--- src/rtl/switch_led_sequencer.sv ---
// ---------------------------------------------------------------------------
// switch_led_sequencer
//
// Turns the four board push switches into mode commands for the four LEDs.
// Each raw switch is synchronized through a 2-flop chain and debounced.
// The release of a switch (debounced level going 1->0) is the command.
// A small mode FSM plus a step prescaler then sequences the LEDs through
// off / static / blink / chase patterns.
//
// Parameters:
//   DEBOUNCE_LIMIT  consecutive cycles a synchronized level must differ from
//                   the stable level before it is accepted (>= 2)
//   STEP_LIMIT      cycles per pattern step: blink half-period and chase
//                   advance (>= 2)
//
// Ports:
//   i_Clk        system clock, all logic on the rising edge
//   i_Rst_L      asynchronous active-low reset
//   i_Switch_1   raw switch: mode advance OFF->STATIC->BLINK->CHASE->OFF
//   i_Switch_2   raw switch: pause/resume stepping
//   i_Switch_3   raw switch: reverse chase direction
//   i_Switch_4   raw switch: clear to OFF (overrides the other switches)
//   o_LED_1..4   registered LED drives
//   o_Mode       current mode: 0 OFF, 1 STATIC, 2 BLINK, 3 CHASE
//   o_Paused     1 while stepping is frozen
// ---------------------------------------------------------------------------
module switch_led_sequencer #(
    parameter int DEBOUNCE_LIMIT = 250000,
    parameter int STEP_LIMIT     = 6250000
) (
    input  logic       i_Clk,
    input  logic       i_Rst_L,
    input  logic       i_Switch_1,
    input  logic       i_Switch_2,
    input  logic       i_Switch_3,
    input  logic       i_Switch_4,
    output logic       o_LED_1,
    output logic       o_LED_2,
    output logic       o_LED_3,
    output logic       o_LED_4,
    output logic [1:0] o_Mode,
    output logic       o_Paused
);

    localparam int DB_W = $clog2(DEBOUNCE_LIMIT);
    localparam int ST_W = $clog2(STEP_LIMIT);

    localparam logic [DB_W-1:0] DB_LAST = DB_W'(DEBOUNCE_LIMIT - 1);
    localparam logic [ST_W-1:0] ST_LAST = ST_W'(STEP_LIMIT - 1);

    // Switch bit positions inside the packed switch vectors
    localparam int SW_MODE  = 0;
    localparam int SW_PAUSE = 1;
    localparam int SW_DIR   = 2;
    localparam int SW_CLEAR = 3;

    typedef enum logic [1:0] {
        MODE_OFF    = 2'd0,
        MODE_STATIC = 2'd1,
        MODE_BLINK  = 2'd2,
        MODE_CHASE  = 2'd3
    } mode_t;

    // Mode advance order, wrapping CHASE back to OFF
    function automatic mode_t next_mode(input mode_t m);
        case (m)
            MODE_OFF:    next_mode = MODE_STATIC;
            MODE_STATIC: next_mode = MODE_BLINK;
            MODE_BLINK:  next_mode = MODE_CHASE;
            default:     next_mode = MODE_OFF;
        endcase
    endfunction

    // One chase step. Bit 0 is LED1; forward moves toward LED4 and wraps.
    function automatic logic [3:0] rotate_pos(input logic [3:0] pos, input logic rev);
        if (rev) begin
            rotate_pos = {pos[0], pos[3:1]};
        end else begin
            rotate_pos = {pos[2:0], pos[3]};
        end
    endfunction

    function automatic logic [3:0] led_pattern(input mode_t m, input logic phase,
                                               input logic [3:0] pos);
        case (m)
            MODE_OFF:    led_pattern = 4'b0000;
            MODE_STATIC: led_pattern = 4'b1111;
            MODE_BLINK:  led_pattern = {4{phase}};
            default:     led_pattern = pos;
        endcase
    endfunction

    logic [3:0]      sw_raw;
    logic [3:0]      sync_p0;
    logic [3:0]      sync_p1;
    logic [3:0]      stable_p2;
    logic [3:0]      stable_p3;
    logic [DB_W-1:0] db_cnt_p2 [4];
    logic [3:0]      release_p3;

    assign sw_raw = {i_Switch_4, i_Switch_3, i_Switch_2, i_Switch_1};

    // ---- stage p0/p1: two-flop synchronizer per switch ----
    always_ff @(posedge i_Clk or negedge i_Rst_L) begin
        if (!i_Rst_L) begin
            sync_p0 <= 4'b0000;
            sync_p1 <= 4'b0000;
        end else begin
            sync_p0 <= sw_raw;
            sync_p1 <= sync_p0;
        end
    end

    // ---- stage p2: debounce; a level is accepted only after it has
    // differed from the stable level for DEBOUNCE_LIMIT consecutive cycles ----
    always_ff @(posedge i_Clk or negedge i_Rst_L) begin
        if (!i_Rst_L) begin
            stable_p2 <= 4'b0000;
            for (int i = 0; i < 4; i++) begin
                db_cnt_p2[i] <= '0;
            end
        end else begin
            for (int i = 0; i < 4; i++) begin
                if (sync_p1[i] != stable_p2[i]) begin
                    if (db_cnt_p2[i] == DB_LAST) begin
                        stable_p2[i] <= sync_p1[i];
                        db_cnt_p2[i] <= '0;
                    end else begin
                        db_cnt_p2[i] <= db_cnt_p2[i] + DB_W'(1);
                    end
                end else begin
                    db_cnt_p2[i] <= '0;
                end
            end
        end
    end

    // ---- stage p3: delayed stable level for release-edge detection ----
    always_ff @(posedge i_Clk or negedge i_Rst_L) begin
        if (!i_Rst_L) begin
            stable_p3 <= 4'b0000;
        end else begin
            stable_p3 <= stable_p2;
        end
    end

    // High for exactly one cycle after the stable level falls
    assign release_p3 = stable_p3 & ~stable_p2;

    mode_t           mode_q;
    logic            paused_q;
    logic            dir_q;
    logic            phase_q;
    logic [3:0]      pos_q;
    logic [ST_W-1:0] step_q;
    logic [3:0]      leds_q;

    mode_t           mode_n;
    logic            paused_n;
    logic            dir_n;
    logic            phase_n;
    logic [3:0]      pos_n;
    logic [ST_W-1:0] step_n;

    // ---- stage p4: command decode, prescaler and pattern next-state ----
    always_comb begin
        mode_n   = mode_q;
        paused_n = paused_q;
        dir_n    = dir_q;
        phase_n  = phase_q;
        pos_n    = pos_q;
        step_n   = step_q;

        // Clear wins outright; the other three commands are independent.
        if (release_p3[SW_CLEAR]) begin
            mode_n   = MODE_OFF;
            paused_n = 1'b0;
            dir_n    = 1'b0;
        end else begin
            if (release_p3[SW_MODE]) begin
                mode_n = next_mode(mode_q);
            end
            if (release_p3[SW_PAUSE]) begin
                paused_n = ~paused_q;
            end
            if (release_p3[SW_DIR]) begin
                dir_n = ~dir_q;
            end
        end

        // Entering any mode restarts the pattern from its first step.
        if (mode_n != mode_q) begin
            step_n  = '0;
            phase_n = 1'b1;
            pos_n   = 4'b0001;
        end else if (mode_q == MODE_BLINK || mode_q == MODE_CHASE) begin
            // While paused the count simply holds where it is.
            if (!paused_q) begin
                if (step_q == ST_LAST) begin
                    step_n  = '0;
                    phase_n = ~phase_q;
                    pos_n   = rotate_pos(pos_q, dir_q);
                end else begin
                    step_n = step_q + ST_W'(1);
                end
            end
        end else begin
            step_n = '0;
        end
    end

    // LEDs are registered from the next-state values so they change on
    // the same edge as the mode register.
    always_ff @(posedge i_Clk or negedge i_Rst_L) begin
        if (!i_Rst_L) begin
            mode_q   <= MODE_OFF;
            paused_q <= 1'b0;
            dir_q    <= 1'b0;
            phase_q  <= 1'b0;
            pos_q    <= 4'b0001;
            step_q   <= '0;
            leds_q   <= 4'b0000;
        end else begin
            mode_q   <= mode_n;
            paused_q <= paused_n;
            dir_q    <= dir_n;
            phase_q  <= phase_n;
            pos_q    <= pos_n;
            step_q   <= step_n;
            leds_q   <= led_pattern(mode_n, phase_n, pos_n);
        end
    end

    assign o_LED_1  = leds_q[0];
    assign o_LED_2  = leds_q[1];
    assign o_LED_3  = leds_q[2];
    assign o_LED_4  = leds_q[3];
    assign o_Mode   = mode_q;
    assign o_Paused = paused_q;

endmodule

--- config.mk ---
export PLATFORM = sky130hd
export DESIGN_NAME = switch_led_sequencer
export DESIGN_NICKNAME = d
export VERILOG_FILES = /design/src/rtl/switch_led_sequencer.sv
export SDC_FILE = /design/constraint.sdc
export NUM_CORES = 1
export LEC_CHECK = 0
export CAP_MARGIN = 5
export CORE_AREA = 2 2 134 136
export DETAILED_ROUTE_END_ITERATION = 10
export DIE_AREA = 0 0 136 138
export PLACE_DENSITY = 0.54
export SYNTH_ARGS = -nofsm -noshare
export SYNTH_HDL_FRONTEND = slang
export SYNTH_SLANG_ARGS = --single-unit
--- constraint.sdc ---
create_clock -name i_Clk -period 2.4 [get_ports i_Clk]
set_input_delay 0.24 -clock i_Clk [delete_from_list [all_inputs] [get_ports i_Clk]]
set_output_delay 0.24 -clock i_Clk [all_outputs]
set_load 0.01 [all_outputs]
==> metrics, run 1 <==
status complete, no violations; total number of vias 4434; setup_tns 0 ps; Routed Antenna Nets 0; Final Net Count 659; yosys synthesis warning count 0; CTS Buffer Depth 2; Die Y-Extent 138 um; # DRC 0; Fin Clk Skew between 7 and 8 ps; largest net degree at the start of global routing between 40 and 50; Distinct cells, synth a little over 50; Post-Syn Instances 599; Least-Margin Pin Slew about 630 ps; largest area contributor in the netlist dfrtp_1; DR pass1 iterations 4; syn_nets just over 600; Die ar. about 19000 um^2; Synth-to-Final Area Change 21.5%; critical path startpoint category flip-flop; leading cell types in the layout, fill and taps excluded dfrtp_1 (123), nor2_1 (101), nand3_1 (38); leakage power between 2 and 3 nW; vias in the first global route around 4.4k; Required @ worst endpoint ~2700 ps; H-tree Lvls 4; CP Cell Sequence inv_2 > ha_4 > or4b_4 > a21oi_4 > nor4_4 > buf_6 > or4_1 > a21oi_2; register area share after synthesis 0.524; final setup fails 0; GRT Util Overall 0.138; slowest CP cell or4b_4; Sink Count 124; number of DRC markers in iteration 0 ~310; crit path max fanout 14; fin crit share 0.972; GRT Residual Overflow 0; Max-Cap Viols 0; Slew Limit Fails 0; Synth Register Bits ~120; first-pass GRT wire length ~21 mm; slew margin rel. 0.578; fin util 0.411; clock transition at the registers of the reported paths 60 ps; main area contributors after synthesis dfrtp_1 (52%), nor2_1 (6.4%), xnor2_1 (5.5%); Crit Path Class reg2reg; Worst-Skew Late Latency between 400 and 500 ps; share of the synthesized area in the top cell type 0.519; CTS root buffer clkbuf_16; placed cell count between 800 and 900; fmax between 0.4 and 0.5 GHz; IO Count 13; share of cells above drive strength 1 0.140; Non-Filler Instances about 900; Mapped Area 5930 um^2; EDFF count, synth 0; WL/cell roughly 14 um; CTS tree done; Starting Density 0.338; Placer Congestion ~0.8; Final Hold Fails 0; crit-path max cell delay approximately 540 ps; Core ar. approximately 18000 um^2; Most used DFF post-synth dfrtp_1; Crit. End Element flip-flop; diode count 0; HP Class in2reg; width of the chip 136 um; Worst R2R Setup Slack 70 ps; final wirelength about 12 mm; VDD IR-drop max 0.468 mV; # port buffers 12; RSZ-0062 raised after global routing true; site row count just under 50; initial antenna violation count 0; Avg Vias per Cell roughly 5; fin crit period around 2300 ps; syn avg cell area around 10 um^2; PD cells 674 nW/um^2; CP Data Arrival Time around 2700 ps; commonest non-fill, non-tap cell in the layout dfrtp_1; Synth async-reset ratio 1.00; CTS Buf Count 17; hpwl dp about 8 mm
final cells by class:
cell class,instances,area [um^2]
Inverter,14,52.6
Sequential cell,124,3100
Timing Repair Buffer,42,365
Tap cell,229,287
Fill cell,1721,10300
Clock buffer,19,443
Multi-Input combinational cell,446,2780
Clock inverter,13,166
through the flow:
stage | hold slack, ps | setup WS, ps | area, um^2 | total power, W
2_1_floorplan | -55.6 | 48.4 | 5930 | 0.00221
3_3_place_gp | 305 | 58.2 | 6470 | 0.00228
3_5_place_dp | 311 | -126 | 6470 | 0.00228
4_1_cts | 254 | 17.4 | 7130 | 0.00493
5_1_grt | 255 | -12.4 | 7200 | 0.00505
6_report | 272 | 66.9 | 7200 | 0.00486
worst paths after layout:
| path | from | end | depth (start not counted) |
|---|---|---|---|
| max | o_Mode[1]$_DFF_PN0_ | step_q[11]$_DFFE_PN0P_ | 8 |
| min | i_Switch_1 | sync_p0[0]$_DFF_PN0_ | 1 |
| max reg2reg | o_Mode[1]$_DFF_PN0_ | step_q[11]$_DFFE_PN0P_ | 8 |
| min reg2reg | sync_p0[0]$_DFF_PN0_ | sync_p1[0]$_DFF_PN0_ | 0 |
| max in group asynchronous | i_Rst_L | db_cnt_p2[6]$_DFF_PN0_ | 3 |
| min in group asynchronous | i_Rst_L | db_cnt_p2[60]$_DFF_PN0_ | 2 |
sequential cells by signal (all words and copies together) (netlist names), 2 cells and up:
| register | count |
|---|---|
| pos_q | 4 |
| stable_p3 | 4 |
| o_Mode | 2 |
| sync_p0 | 4 |
| step_q | 23 |
| leds_q | 4 |
| stable_p2 | 4 |
| sync_p1 | 4 |
| db_cnt_p2 | 72 |
worst max-delay path, delay by kind of cell, from the launching register on:
family	cells	cell delay, ps
compound gates	2	380
fa+ha+maj	1	160
buf+inv	2	220
flops	1	380
simple gates	3	1130
repair_timing:
item	CTS	global route
pin swaps	2	3
buffers inserted	1	4
gates cloned	0	0
setup endpoints to repair	15	18
gates resized for setup	5	12
hold endpoints to repair	43	0
hold buffers	1	0
cell usage after synthesis (9+ instances only):
master,number
nand3_1,38
inv_1,14
or3_1,9
nand2_1,33
a21oi_1,29
xnor2_1,37
xor2_1,34
dfrtp_1,123
clkbuf_1,13
o21ai_0,17
nor4_1,18
nand4_1,19
nor2_1,101
nor3_1,18
power breakdown:
part / switching [W] / internal, W / leakage, nW / total, W
logic: 0.0000740 / 0.0000338 / 0.960 / 0.000108
registers: 0.0000199 / 0.00212 / 1.70 / 0.00214
clock network: 0.000944 / 0.00167 / 0.302 / 0.00261
total: 0.00104 / 0.00382 / 2.96 / 0.00486
metal layers:
layer / up-vias / track usage / routed length (um)
met1: 2197 / 0.184 / 5780
met5: - / 0 / 0
met2: 43 / 0.223 / 6000
li1: 2186 / - / -
met3: 8 / 0.0374 / 275
met4: 0 / 0.0351 / 80
logic make-up after synthesis:
logic type      Yosys count  share of synthesized area
simple gates            290                      0.251
flops                   124                      0.524
xor+xnor                 71                      0.105
compound gates           67                     0.0665
buf+inv                  29                     0.0186
mux                      10                     0.0177
fa+ha+maj                 8                     0.0169
No activity file was read; power rests on OpenSTA's default activity.
==> run 2: changes to the inputs <==
CORE_AREA = 2 2 171 106   (was 2 2 134 136)
DIE_AREA = 0 0 173 108   (was 0 0 136 138)
RECOVER_POWER = 50   (was unset)
==> metrics, run 2 (synthesis gave the netlist of run 1 again) <==
Least-Margin Pin Slew 1670 ps (was 632 ps); CP Data Arrival Time 2690 ps (was 2670 ps); slew margin rel. -0.115 (was 0.578); WHS Endpoint sync_p1[3]$_DFF_PN0_ (was sync_p0[0]$_DFF_PN0_); GRT Util Overall 0.140 (was 0.138); CTS Buffer Depth 2 (unchanged); Non-Filler Instances 889 (was 887); RSZ-0062 raised after global routing true (unchanged); Routed Antenna Nets 0 (unchanged); R2R depth 5 (was 8); clock transition at the registers of the reported paths 60 ps (about the same); r2r endpoint leds_q[0]$_DFF_PN0_ (was step_q[11]$_DFFE_PN0P_); Die Y-Extent 108 um (was 138 um); leading cell types in the layout, fill and taps excluded dfrtp_1 (123), nor2_1 (101), nand3_1 (38) (unchanged); # port buffers 12 (unchanged); setup_tns 0 ps (unchanged); site row count 37 (was 49); Most common cell on crit path or4_4; Post-Layout Inst Area 7180 um^2 (was 7200 um^2); WHS 352 ps (was 272 ps); most flop-heavy register db_cnt_p2 (unchanged); number of DRC markers in iteration 0 291 (was 312); Core ar. 16900 um^2 (was 17500 um^2); Sink Count 124 (unchanged); Final Hold Fails 0 (unchanged); width of the chip 173 um (was 136 um); Largest regs db_cnt_p2 (72), step_q (23) (unchanged); worst r2r src step_q[7]$_DFFE_PN0P_ (was o_Mode[1]$_DFF_PN0_); worst hold start sync_p0[3]$_DFF_PN0_ (was i_Switch_1); Crit. End Element flip-flop (unchanged); Die ar. 18700 um^2 (was 18800 um^2); leakage power 2.93 nW (was 2.96 nW); CTS root buffer clkbuf_16 (unchanged); commonest non-fill, non-tap cell in the layout dfrtp_1 (unchanged); CTS Buf Count 17 (unchanged); total number of vias 4426 (was 4434); diode count 0 (unchanged); H-tree Lvls 4 (unchanged); Max-Cap Viols 1 (was 0); status complete, but fails checks (was complete, no violations); Final Net Count 656 (was 659); Crit Path Class reg2reg (unchanged); HP Class reg2reg (was in2reg); Placer Congestion 0.807 (was 0.802); Avg Vias per Cell 4.98 (was 5.00); failing checks max-capacitance violations, max-slew violations; placed cell count 851 (was 849); DR pass1 iterations 5 (was 4); final setup fails 0 (unchanged); largest net degree at the start of global routing 125 (was 48); share of cells above drive strength 1 0.136 (was 0.140); cell area after placement 6450 um^2 (was 6470 um^2); fin crit period 2370 ps (was 2330 ps); PD cells 681 nW/um^2 (was 674 nW/um^2); final wirelength 12.1 mm (about the same); fmax 0.423 GHz (was 0.429 GHz); first-pass GRT wire length 21.1 mm (was 21.2 mm); Required @ worst endpoint 2720 ps (was 2730 ps); vias in the first global route 4340 (was 4402); Worst-Skew Late Latency 420 ps (was 410 ps); # fillers 1665 (was 1721); critical path startpoint category flip-flop (unchanged); Starting Density 0.350 (was 0.338); slowest CP cell or4_4 (was or4b_4); Synth-to-Final Area Change 21.1% (was 21.5%); fin crit share 0.986 (was 0.972); VDD IR-drop max 0.445 mV (was 0.468 mV); WL/cell 13.6 um (was 13.7 um); CP Cell Sequence or4_4 > or4_4 > or3_4 > a41o_1 > a31oi_2 (was inv_2 > ha_4 > or4b_4 > a21oi_4 > nor4_4 > buf_6 > or4_1 > a21oi_2); initial antenna violation count 0 (unchanged); Fin Clk Skew 10.2 ps (was 7.42 ps); CTS tree done (unchanged); Worst R2R Setup Slack 30 ps (was 70 ps); GRT Residual Overflow 0 (unchanged); Slew Limit Fails 125 (was 0); crit-path max cell delay 540 ps (about the same); crit path max fanout 4 (was 14); IO Count 13 (unchanged); hpwl dp 8.11 mm (was 8.20 mm); flip-flop count of the largest register after layout 72 (unchanged); Worst Hold Path Cells 0 (was 1); # DRC 0 (unchanged)
[run 2: power breakdown]
group / total [W] / switching (W) / internal, W
registers: 0.00213 / 0.0000184 / 0.00211
logic: 0.000101 / 0.0000726 / 0.0000280
clock network: 0.00265 / 0.00100 / 0.00165
total: 0.00489 / 0.00109 / 0.00379
[run 2: repair_timing]
item                                    in CTS  in global routing
pin swaps                                    1                  3
endpoints found under the setup margin      18                 28
hold buffers                                 1                  0
gates cloned                                 0                  2
resized for setup                            2                 13
setup buffers                                1                  2
hold endpoints to repair                   123                  0
[run 2: layer usage]
metal / wire length [um] / GRT usage / vias to the layer above / share of wire
met4: 189 / 0.0581 / 0 / 0.016
met1: 6360 / 0.200 / 2140 / 0.52
li1: - / - / 2190 / -
met2: 5070 / 0.204 / 79 / 0.42
met5: 0 / 0 / - / 0
met3: 492 / 0.0352 / 17 / 0.041
[run 2: critical path, delay by kind of cell, from the launching register on]
family	cells	cell delay [ps]
AO/OA/AOI/OAI	2	480
flip-flops	1	400
AND/OR/NAND/NOR	3	1390
[run 2: worst max-delay path by stage]
stage / start / slack (ps) / cells past startpoint / to
2_1_floorplan: step_q[4]$_DFFE_PN0P_ / 50 / 6 / leds_q[0]$_DFF_PN0_
3_3_place_gp: o_Mode[0]$_DFF_PN0_ / -40 / 8 / step_q[9]$_DFFE_PN0P_
3_5_place_dp: o_Mode[1]$_DFF_PN0_ / -200 / 8 / step_q[9]$_DFFE_PN0P_
4_1_cts: o_Mode[1]$_DFF_PN0_ / -110 / 8 / step_q[6]$_DFFE_PN0P_
5_1_grt: step_q[7]$_DFFE_PN0P_ / -30 / 5 / leds_q[0]$_DFF_PN0_
6_report: step_q[7]$_DFFE_PN0P_ / 30 / 5 / leds_q[0]$_DFF_PN0_
[run 2: final cells by class]
type / count / area, um^2 / share of cell area
clock inverter: 15 / 188 / 0.0261
timing repair buffer: 37 / 304 / 0.0424
sequential: 124 / 3100 / 0.432
inverter: 14 / 52.6 / 0.00732
multi-input combinational: 448 / 2810 / 0.392
clock buffer: 17 / 425 / 0.0593
tap: 234 / 293 / 0.0408
[run 2: metrics by stage]
stage                     total power (W)  utilization  setup WS (ps)
after global placement            0.00228        0.381          -44.7
after floorplan                   0.00221            -           48.4
after global routing              0.00508        0.424          -32.3
after CTS                         0.00497        0.419           -111
after detailed placement          0.00228        0.381           -203
final                             0.00489        0.424           34.2
